## src/rtl/icache_line_fill_if.sv

```systemverilog
// Handshake bundle between the instruction-line fill engine, the core fetch port
// and the 64-bit memory port. The engine connects through the master modport.
interface icache_line_fill_if #(
  parameter int BEAT_W = 64,
  parameter int BEATS  = 4
);
  logic [63:0]              icache_req_addr;
  logic                     icache_req_addr_valid;
  logic                     icache_req_addr_retry;

  logic [BEAT_W*BEATS-1:0]  icache_ack_data;
  logic                     icache_ack_data_valid;
  logic                     icache_ack_data_retry;

  logic [63:0]              mem_req_addr;
  logic                     mem_req_valid;
  logic                     mem_req_retry;

  logic [BEAT_W-1:0]        mem_ack_data;
  logic                     mem_ack_valid;
  logic                     mem_ack_retry;

  modport master (
    input  icache_req_addr, icache_req_addr_valid,
    output icache_req_addr_retry,
    output icache_ack_data, icache_ack_data_valid,
    input  icache_ack_data_retry,
    output mem_req_addr, mem_req_valid,
    input  mem_req_retry,
    input  mem_ack_data, mem_ack_valid,
    output mem_ack_retry
  );

  modport slave (
    output icache_req_addr, icache_req_addr_valid,
    input  icache_req_addr_retry,
    input  icache_ack_data, icache_ack_data_valid,
    output icache_ack_data_retry,
    input  mem_req_addr, mem_req_valid,
    output mem_req_retry,
    output mem_ack_data, mem_ack_valid,
    input  mem_ack_retry
  );
endinterface

```

## src/rtl/icache_line_fill.sv

```systemverilog
// Single-outstanding instruction-line fill: one core line request becomes one
// burst read whose BEATS returned beats are packed into a line for the core.
module icache_line_fill #(
  parameter int BEAT_W = 64,
  parameter int BEATS  = 4
) (
  input  logic               clk,
  input  logic               reset,
  icache_line_fill_if.master bus
);

  localparam int               CNT_W     = (BEATS > 1) ? $clog2(BEATS) : 1;
  localparam logic [63:0]      LINE_MASK = ~64'(BEAT_W * BEATS / 8 - 1);
  localparam logic [CNT_W-1:0] LAST_BEAT = CNT_W'(BEATS - 1);

  typedef enum logic [1:0] {IDLE, REQ, RECV, RESP} state_t;

  state_t                       state_q, state_d;
  logic [CNT_W-1:0]             beat_q;
  logic [63:0]                  line_addr_q;
  logic [BEATS-1:0][BEAT_W-1:0] line_q;

  logic req_fire;
  logic mem_req_fire;
  logic beat_fire;
  logic resp_fire;

  // Transfers are qualified by the current state only, so a beat or request
  // seen in the wrong state can never touch the datapath.
  assign req_fire     = (state_q == IDLE) && bus.icache_req_addr_valid;
  assign mem_req_fire = (state_q == REQ)  && !bus.mem_req_retry;
  assign beat_fire    = (state_q == RECV) && bus.mem_ack_valid;
  assign resp_fire    = (state_q == RESP) && !bus.icache_ack_data_retry;

  always_comb begin
    state_d                   = state_q;
    bus.icache_req_addr_retry = 1'b1;
    bus.icache_ack_data_valid = 1'b0;
    bus.mem_req_valid         = 1'b0;
    bus.mem_ack_retry         = 1'b1;
    case (state_q)
      IDLE: begin
        bus.icache_req_addr_retry = 1'b0;
        if (req_fire) state_d = REQ;
      end
      REQ: begin
        bus.mem_req_valid = 1'b1;
        if (mem_req_fire) state_d = RECV;
      end
      RECV: begin
        bus.mem_ack_retry = 1'b0;
        if (beat_fire && (beat_q == LAST_BEAT)) state_d = RESP;
      end
      RESP: begin
        bus.icache_ack_data_valid = 1'b1;
        if (resp_fire) state_d = IDLE;
      end
      default: state_d = IDLE;
    endcase
  end

  // Address and line are straight register views; no input feeds an output.
  assign bus.mem_req_addr    = line_addr_q;
  assign bus.icache_ack_data = line_q;

  // State, beat counter and line buffer all clear on reset so an aborted fill
  // leaves nothing behind on the outputs.
  always_ff @(posedge clk or negedge reset) begin
    if (!reset) begin
      state_q     <= IDLE;
      beat_q      <= '0;
      line_addr_q <= '0;
      line_q      <= '0;
    end else begin
      state_q <= state_d;
      if (req_fire) line_addr_q <= bus.icache_req_addr & LINE_MASK;
      if (mem_req_fire) beat_q <= '0;
      else if (beat_fire) beat_q <= beat_q + CNT_W'(1);
      if (beat_fire) line_q[beat_q] <= bus.mem_ack_data;
    end
  end

endmodule

```

## src/flat_wrapper.sv

```systemverilog
// flat-port wrapper written by rule: the top's interface ports become plain ports
module icache_line_fill_flat 
#(
  parameter int BEAT_W = 64,
  parameter int BEATS  = 4
)
  (clk, reset, bus_icache_req_addr, bus_icache_req_addr_valid, bus_icache_req_addr_retry, bus_icache_ack_data, bus_icache_ack_data_valid, bus_icache_ack_data_retry, bus_mem_req_addr, bus_mem_req_valid, bus_mem_req_retry, bus_mem_ack_data, bus_mem_ack_valid, bus_mem_ack_retry);
  icache_line_fill_if #(.BEAT_W(BEAT_W), .BEATS(BEATS)) bus_i ();
  input  logic clk;
  input  logic reset;
  input wire logic [$bits(bus_i.icache_req_addr)-1:0] bus_icache_req_addr;
  input wire logic [$bits(bus_i.icache_req_addr_valid)-1:0] bus_icache_req_addr_valid;
  output wire logic [$bits(bus_i.icache_req_addr_retry)-1:0] bus_icache_req_addr_retry;
  output wire logic [$bits(bus_i.icache_ack_data)-1:0] bus_icache_ack_data;
  output wire logic [$bits(bus_i.icache_ack_data_valid)-1:0] bus_icache_ack_data_valid;
  input wire logic [$bits(bus_i.icache_ack_data_retry)-1:0] bus_icache_ack_data_retry;
  output wire logic [$bits(bus_i.mem_req_addr)-1:0] bus_mem_req_addr;
  output wire logic [$bits(bus_i.mem_req_valid)-1:0] bus_mem_req_valid;
  input wire logic [$bits(bus_i.mem_req_retry)-1:0] bus_mem_req_retry;
  input wire logic [$bits(bus_i.mem_ack_data)-1:0] bus_mem_ack_data;
  input wire logic [$bits(bus_i.mem_ack_valid)-1:0] bus_mem_ack_valid;
  output wire logic [$bits(bus_i.mem_ack_retry)-1:0] bus_mem_ack_retry;
  assign bus_i.icache_req_addr = bus_icache_req_addr;
  assign bus_i.icache_req_addr_valid = bus_icache_req_addr_valid;
  assign bus_icache_req_addr_retry = bus_i.icache_req_addr_retry;
  assign bus_icache_ack_data = bus_i.icache_ack_data;
  assign bus_icache_ack_data_valid = bus_i.icache_ack_data_valid;
  assign bus_i.icache_ack_data_retry = bus_icache_ack_data_retry;
  assign bus_mem_req_addr = bus_i.mem_req_addr;
  assign bus_mem_req_valid = bus_i.mem_req_valid;
  assign bus_i.mem_req_retry = bus_mem_req_retry;
  assign bus_i.mem_ack_data = bus_mem_ack_data;
  assign bus_i.mem_ack_valid = bus_mem_ack_valid;
  assign bus_mem_ack_retry = bus_i.mem_ack_retry;
  icache_line_fill #(.BEAT_W(BEAT_W), .BEATS(BEATS)) u_core (.clk(clk), .reset(reset), .bus(bus_i));
endmodule
```

## config.mk

```make
export PLATFORM = sky130hd
export DESIGN_NAME = icache_line_fill_flat
export DESIGN_NICKNAME = d
export VERILOG_FILES = /design/src/rtl/icache_line_fill_if.sv /design/src/rtl/icache_line_fill.sv /design/src/flat_wrapper.sv
export SDC_FILE = /design/constraint.sdc
export NUM_CORES = 1
export LEC_CHECK = 0
export ABC_AREA = 1
export BUFFER_PORTS_ARGS = -buffer_cell sky130_fd_sc_hd__buf_2
export CAP_MARGIN = 25
export CORE_AREA = 4 4 175 177
export DETAILED_ROUTE_END_ITERATION = 7
export DIE_AREA = 0 0 179 181
export PLACE_DENSITY = 0.7
export SLEW_MARGIN = 25
export SYNTH_ARGS = -nofsm -noshare
export SYNTH_HDL_FRONTEND = slang
export SYNTH_SLANG_ARGS = --single-unit
```

## constraint.sdc

```tcl
create_clock -name clk -period 4.2 [get_ports clk]
set_input_delay 0.84 -clock clk [delete_from_list [all_inputs] [get_ports clk]]
set_output_delay 0.84 -clock clk [all_outputs]
set_load 0.005 [all_outputs]
```

==> Word level (Yosys, flattened, before mapping) <==
Cells that the tools add are included.
{ "classes": {"n_addsub": 1, "magnitude_cmp": 2, "n_eq_ne": 8, "mux": 14, "n_reduce_logical": 11} }
{ "ops": {"columns": ["cell", "n"], "rows": [
  ["256-bit bitwise mux", 1],
  ["64-bit demux with 2-bit select", 1],
  ["64-bit two-way mux", 1],
  ["2-bit two-way mux", 6],
  ["2-bit case mux with 4 select lines", 1],
  ["2-bit == test (second input constant)", 3],
  ["1-bit logical AND", 6],
  ["2-bit by 1-bit != test with 1-bit output (second input constant)", 3],
  ["1-bit two-way mux", 4],
  ["4-bit AND reduction", 1],
  ["2-bit by 3-bit less-than comparator with 1-bit output (second input constant)", 1],
  ["2-bit by 1-bit adder with 2-bit output (second input constant)", 1],
  ["2-bit by 1-bit == test with 1-bit output (second input constant)", 1],
  ["2-bit by 1-bit >= comparator with 1-bit output (second input constant)", 1],
  ["1-bit logical NOT", 2],
  ["2-bit logical NOT", 1],
  ["2-bit != test (second input constant)", 1],
  ["2-bit nonzero test", 1]
]} }
{ "word_totals": {"register_bits": 319, "input_bits": 134, "out_inout_bits": 324, "elab_cells": 43} }

==> Logic depth before layout (Yosys ltp) <==
{ "logic_depth": {"ltp_word": 5, "ltp_mapped": 9, "depth_no_buf": 8} }

==> Worst setup path after synthesis <==
Ideal clock, no wire load.
{ "synth_timing": {"path_kind": "register to output", "startpoint": "reg u_core.state_q[0]", "endpoint": "out bus_icache_req_addr_retry", "t_arrival_ns": 0.832, "required_ns": 3.360, "path_slack_ns": 2.528, "path_stages_with_launch": 5, "path_buffers": 1, "cell_sequence": "dfrtp_1 -> inv_1 -> ha_1 -> buf_2 -> inv_1"} }
{ "synth_between": {"elab_chain_len": 2} }
{ "synth_lines": {"columns": ["element", "line_no", "text"], "rows": [
  ["from (decl)", "icache_line_fill.sv:18", "state_t state_q, state_d;"],
  ["from (signal assigned)", "icache_line_fill.sv:75", "state_q <= state_d;"],
  ["2-bit logical NOT", "icache_line_fill.sv:41", "case (state_q)"],
  ["1-bit two-way mux", "icache_line_fill.sv:41", null],
  ["to (decl)", "flat_wrapper.sv:13", "output wire logic [$bits(bus_i.icache_req_addr_retry)-1:0] bus_icache_req_addr_retry;"]
]} }
No other way between the ends.

==> Worst setup path in the final report <==
Ends and elaborated chain as after synthesis.

==> impl_metrics.json <==
{
  "status": "finished clean",
  "clockBufferDepth": 3,
  "drc": 0,
  "cts-htree-levels": 2,
  "end_kind": "primary output",
  "critPathMaxStageDelay_ns": 0.44,
  "cts_sinks": 319,
  "grt-busiest-layer": "met2",
  "netlist_instances": 1196,
  "grt_use_met2_pct": 32.84,
  "antenna_found_initial": 2,
  "peakVddDrop_mv": 0.4500,
  "path_cells": "inv_1 > ha_2 > inv_1 > buf_2",
  "dr.pass1.iters": 5,
  "grtUsageMet3_pct": 5.880,
  "setup.worst_path.class": "reg -> out",
  "drt-vias-per-instance": 4.778,
  "cts-buffers-inserted": 34,
  "hold_viol_final": 0,
  "critPathMaxFanout": 18,
  "netlist-cell-type-count": 17,
  "use_met1_pct": 24.61,
  "worstSetupStartpointType": "flip-flop",
  "ys_ff_latch": 319,
  "wl_mm": 33.37,
  "core_mm2": 0.02924,
  "grt.overflow.total": 0,
  "die-width_um": 179,
  "syn2layout_area_growth_pct": 28.55,
  "min_period_ns": 2.578,
  "slew_headroom_pct": 41.53,
  "gp_congestion": 0.8690,
  "dp_hpwl_mm": 23.17,
  "slowest_stage": "ha_2",
  "cts_tree": "done",
  "min_period_over_period_pct": 61.39,
  "rows": 63,
  "ys_seq_area_share_pct": 65.88,
  "setup_tns_ns": 0,
  "io_pins": 458,
  "setup_ws_ns": 1.622,
  "worst_ep_required_time_ns": 3.36,
  "nNetsFinal": 1758,
  "skew_ns": 0.01401,
  "die_h_um": 181,
  "port_buffers": 447,
  "maxCapViolCount": 0,
  "maxSlewViolCount": 0,
  "whs_ns": 0.2326,
  "post-place-ws_ns": 1.597,
  "fmax_ghz": 0.3878,
  "clock_latency_ns": 0.50,
  "grt_max_degree": 123,
  "syn_avg_cell_area_um2": 10.13,
  "syn_area_mm2": 0.01212,
  "power.density_mw_per_mm2": 751.7,
  "clk_pin_slew_ns": 0.06,
  "cts-hold-fix-buffers": 0,
  "drive_gt1_share_pct": 32.03,
  "cp_common_cell": "inv_1",
  "post-cts-setup-buffers": 0,
  "leakage_nw": 8.719,
  "grt_setup_unrepaired": "no",
  "vias": 9713,
  "ys_warn_count": 0,
  "root_buffer": "clkbuf_16",
  "post_drt_wl_per_cell_um": 16.41,
  "tightest_slew_ns": 0.8770,
  "start_util_pct": 41.44,
  "finalSetupViolations": 0,
  "n_fill_cell": 2638,
  "drtIter0Drc": 543,
  "worstHoldPathType": "in -> async",
  "grt_util_all_layers_pct": 20.04,
  "grt_pass1_vias": 9654,
  "postLayoutCoreUtil_pct": 53.27,
  "arrival_ns": 1.74,
  "postRouteAntennaNets": 0,
  "grt_pass1_wl_mm": 52.32,
  "die_area_mm2": 0.03240,
  "cts_resized": 0
}
-- final timing paths --
check	start	endpoint	slack (ns)	cells after the start
hold / removal	reset	u_core.bus.icache_ack_data[187]$_DFFE_PN0P_	0.23	1
hold reg to reg	u_core.bus.mem_req_addr[55]$_DFFE_PN0P_	u_core.bus.mem_req_addr[55]$_DFFE_PN0P_	0.47	2
setup / recovery	u_core.state_q[0]$_DFFE_PN0P_	bus_icache_req_addr_retry	1.62	4
max in group asynchronous	reset	u_core.bus.icache_ack_data[97]$_DFFE_PN0P_	2.92	3
setup reg to reg	u_core.state_q[0]$_DFFE_PN0P_	u_core.bus.icache_ack_data[221]$_DFFE_PN0P_	1.93	6
min in group clk	u_core.bus.mem_req_addr[55]$_DFFE_PN0P_	u_core.bus.mem_req_addr[55]$_DFFE_PN0P_	0.47	2
-- power by group --
group	switching (mW)	internal [mW]
combinational	2.00	1.59
sequential	0.709	4.42
clock	1.21	1.78
total	3.92	7.79
-- through the flow --
stage,instances,total power [mW],instance area (um2)
floorplan,1200,6.791,12130
global placement,1969,8.654,14390
detailed placement,1969,8.795,14390
CTS,2031,11.84,15520
global route,2033,12.61,15580
finish,2033,11.71,15580
-- registers in the layout (all words and copies together) (netlist names) --
register and cells:
u_core.bus.mem_req_addr 59, u_core.beat_q 2, u_core.bus.icache_ack_data 256, u_core.state_q 2
-- worst max-delay path: cells and delay by family, from the launching register on --
family     cells  cell delay, ns
fa+ha+maj      1            0.44
flops          1            0.42
buf+inv        3            0.38
-- cell families after synthesis --
group           after synthesis  synth area share [%]
other cells                   1               0.03095
compound gates              258                 10.66
fa+ha+maj                     8                0.8261
buf+inv                     153                 7.589
flops                       319                 65.88
simple gates                457                 15.02
-- area by class of cell --
class	count	area [um2]	share of cell area [%]
Clock inverter	11	103.9	0.6667
Sequential cell	319	7983	51.25
Antenna cell	1	2.502	0.01606
Tap cell	390	488.0	3.133
Multi-Input combinational cell	728	3271	21.00
Inverter	72	272.8	1.751
Clock buffer	51	1035	6.643
Timing Repair Buffer	461	2422	15.55
-- synth_stat cells (all sizes together) --
cell type / instances / area (um2)
clkbuf: 24 / 120.1
ha: 8 / 100.1
buf: 57 / 526.8
dfrtp: 319 / 7983
nand2: 391 / 1493
inv: 72 / 272.8
o21ai: 258 / 1291
nor2: 2 / 7.510
nand3: 64 / 320.3
conb: 1 / 3.750
-- metal layers --
layer | share of wire [%] | routed length [um]
met2 | 47 | 15800
met4 | 4.7 | 1561
met5 | 0 | 0
met1 | 38 | 12760
met3 | 9.7 | 3235
-- layout by cell type, fill, tap and decap left out, types with 2 or more instances in the layout --
master,netlist,routed
buf_12,0,4
buf_2,13,446
buf_4,9,9
clkbuf_1,21,5
clkbuf_16,0,34
clkbuf_8,3,12
clkinv_2,0,5
clkinvlp_4,0,2
conb_1,1,5
dfrtp_1,319,319
ha_1,8,7
inv_1,71,71
inv_6,0,2
nand2_1,387,386
nand2_4,3,2
nand2_8,0,2
nand3_1,64,63
nor2_1,2,2
o21ai_0,222,222
o21ai_1,36,36
Note: power is estimated with default switching activity, not from simulation.
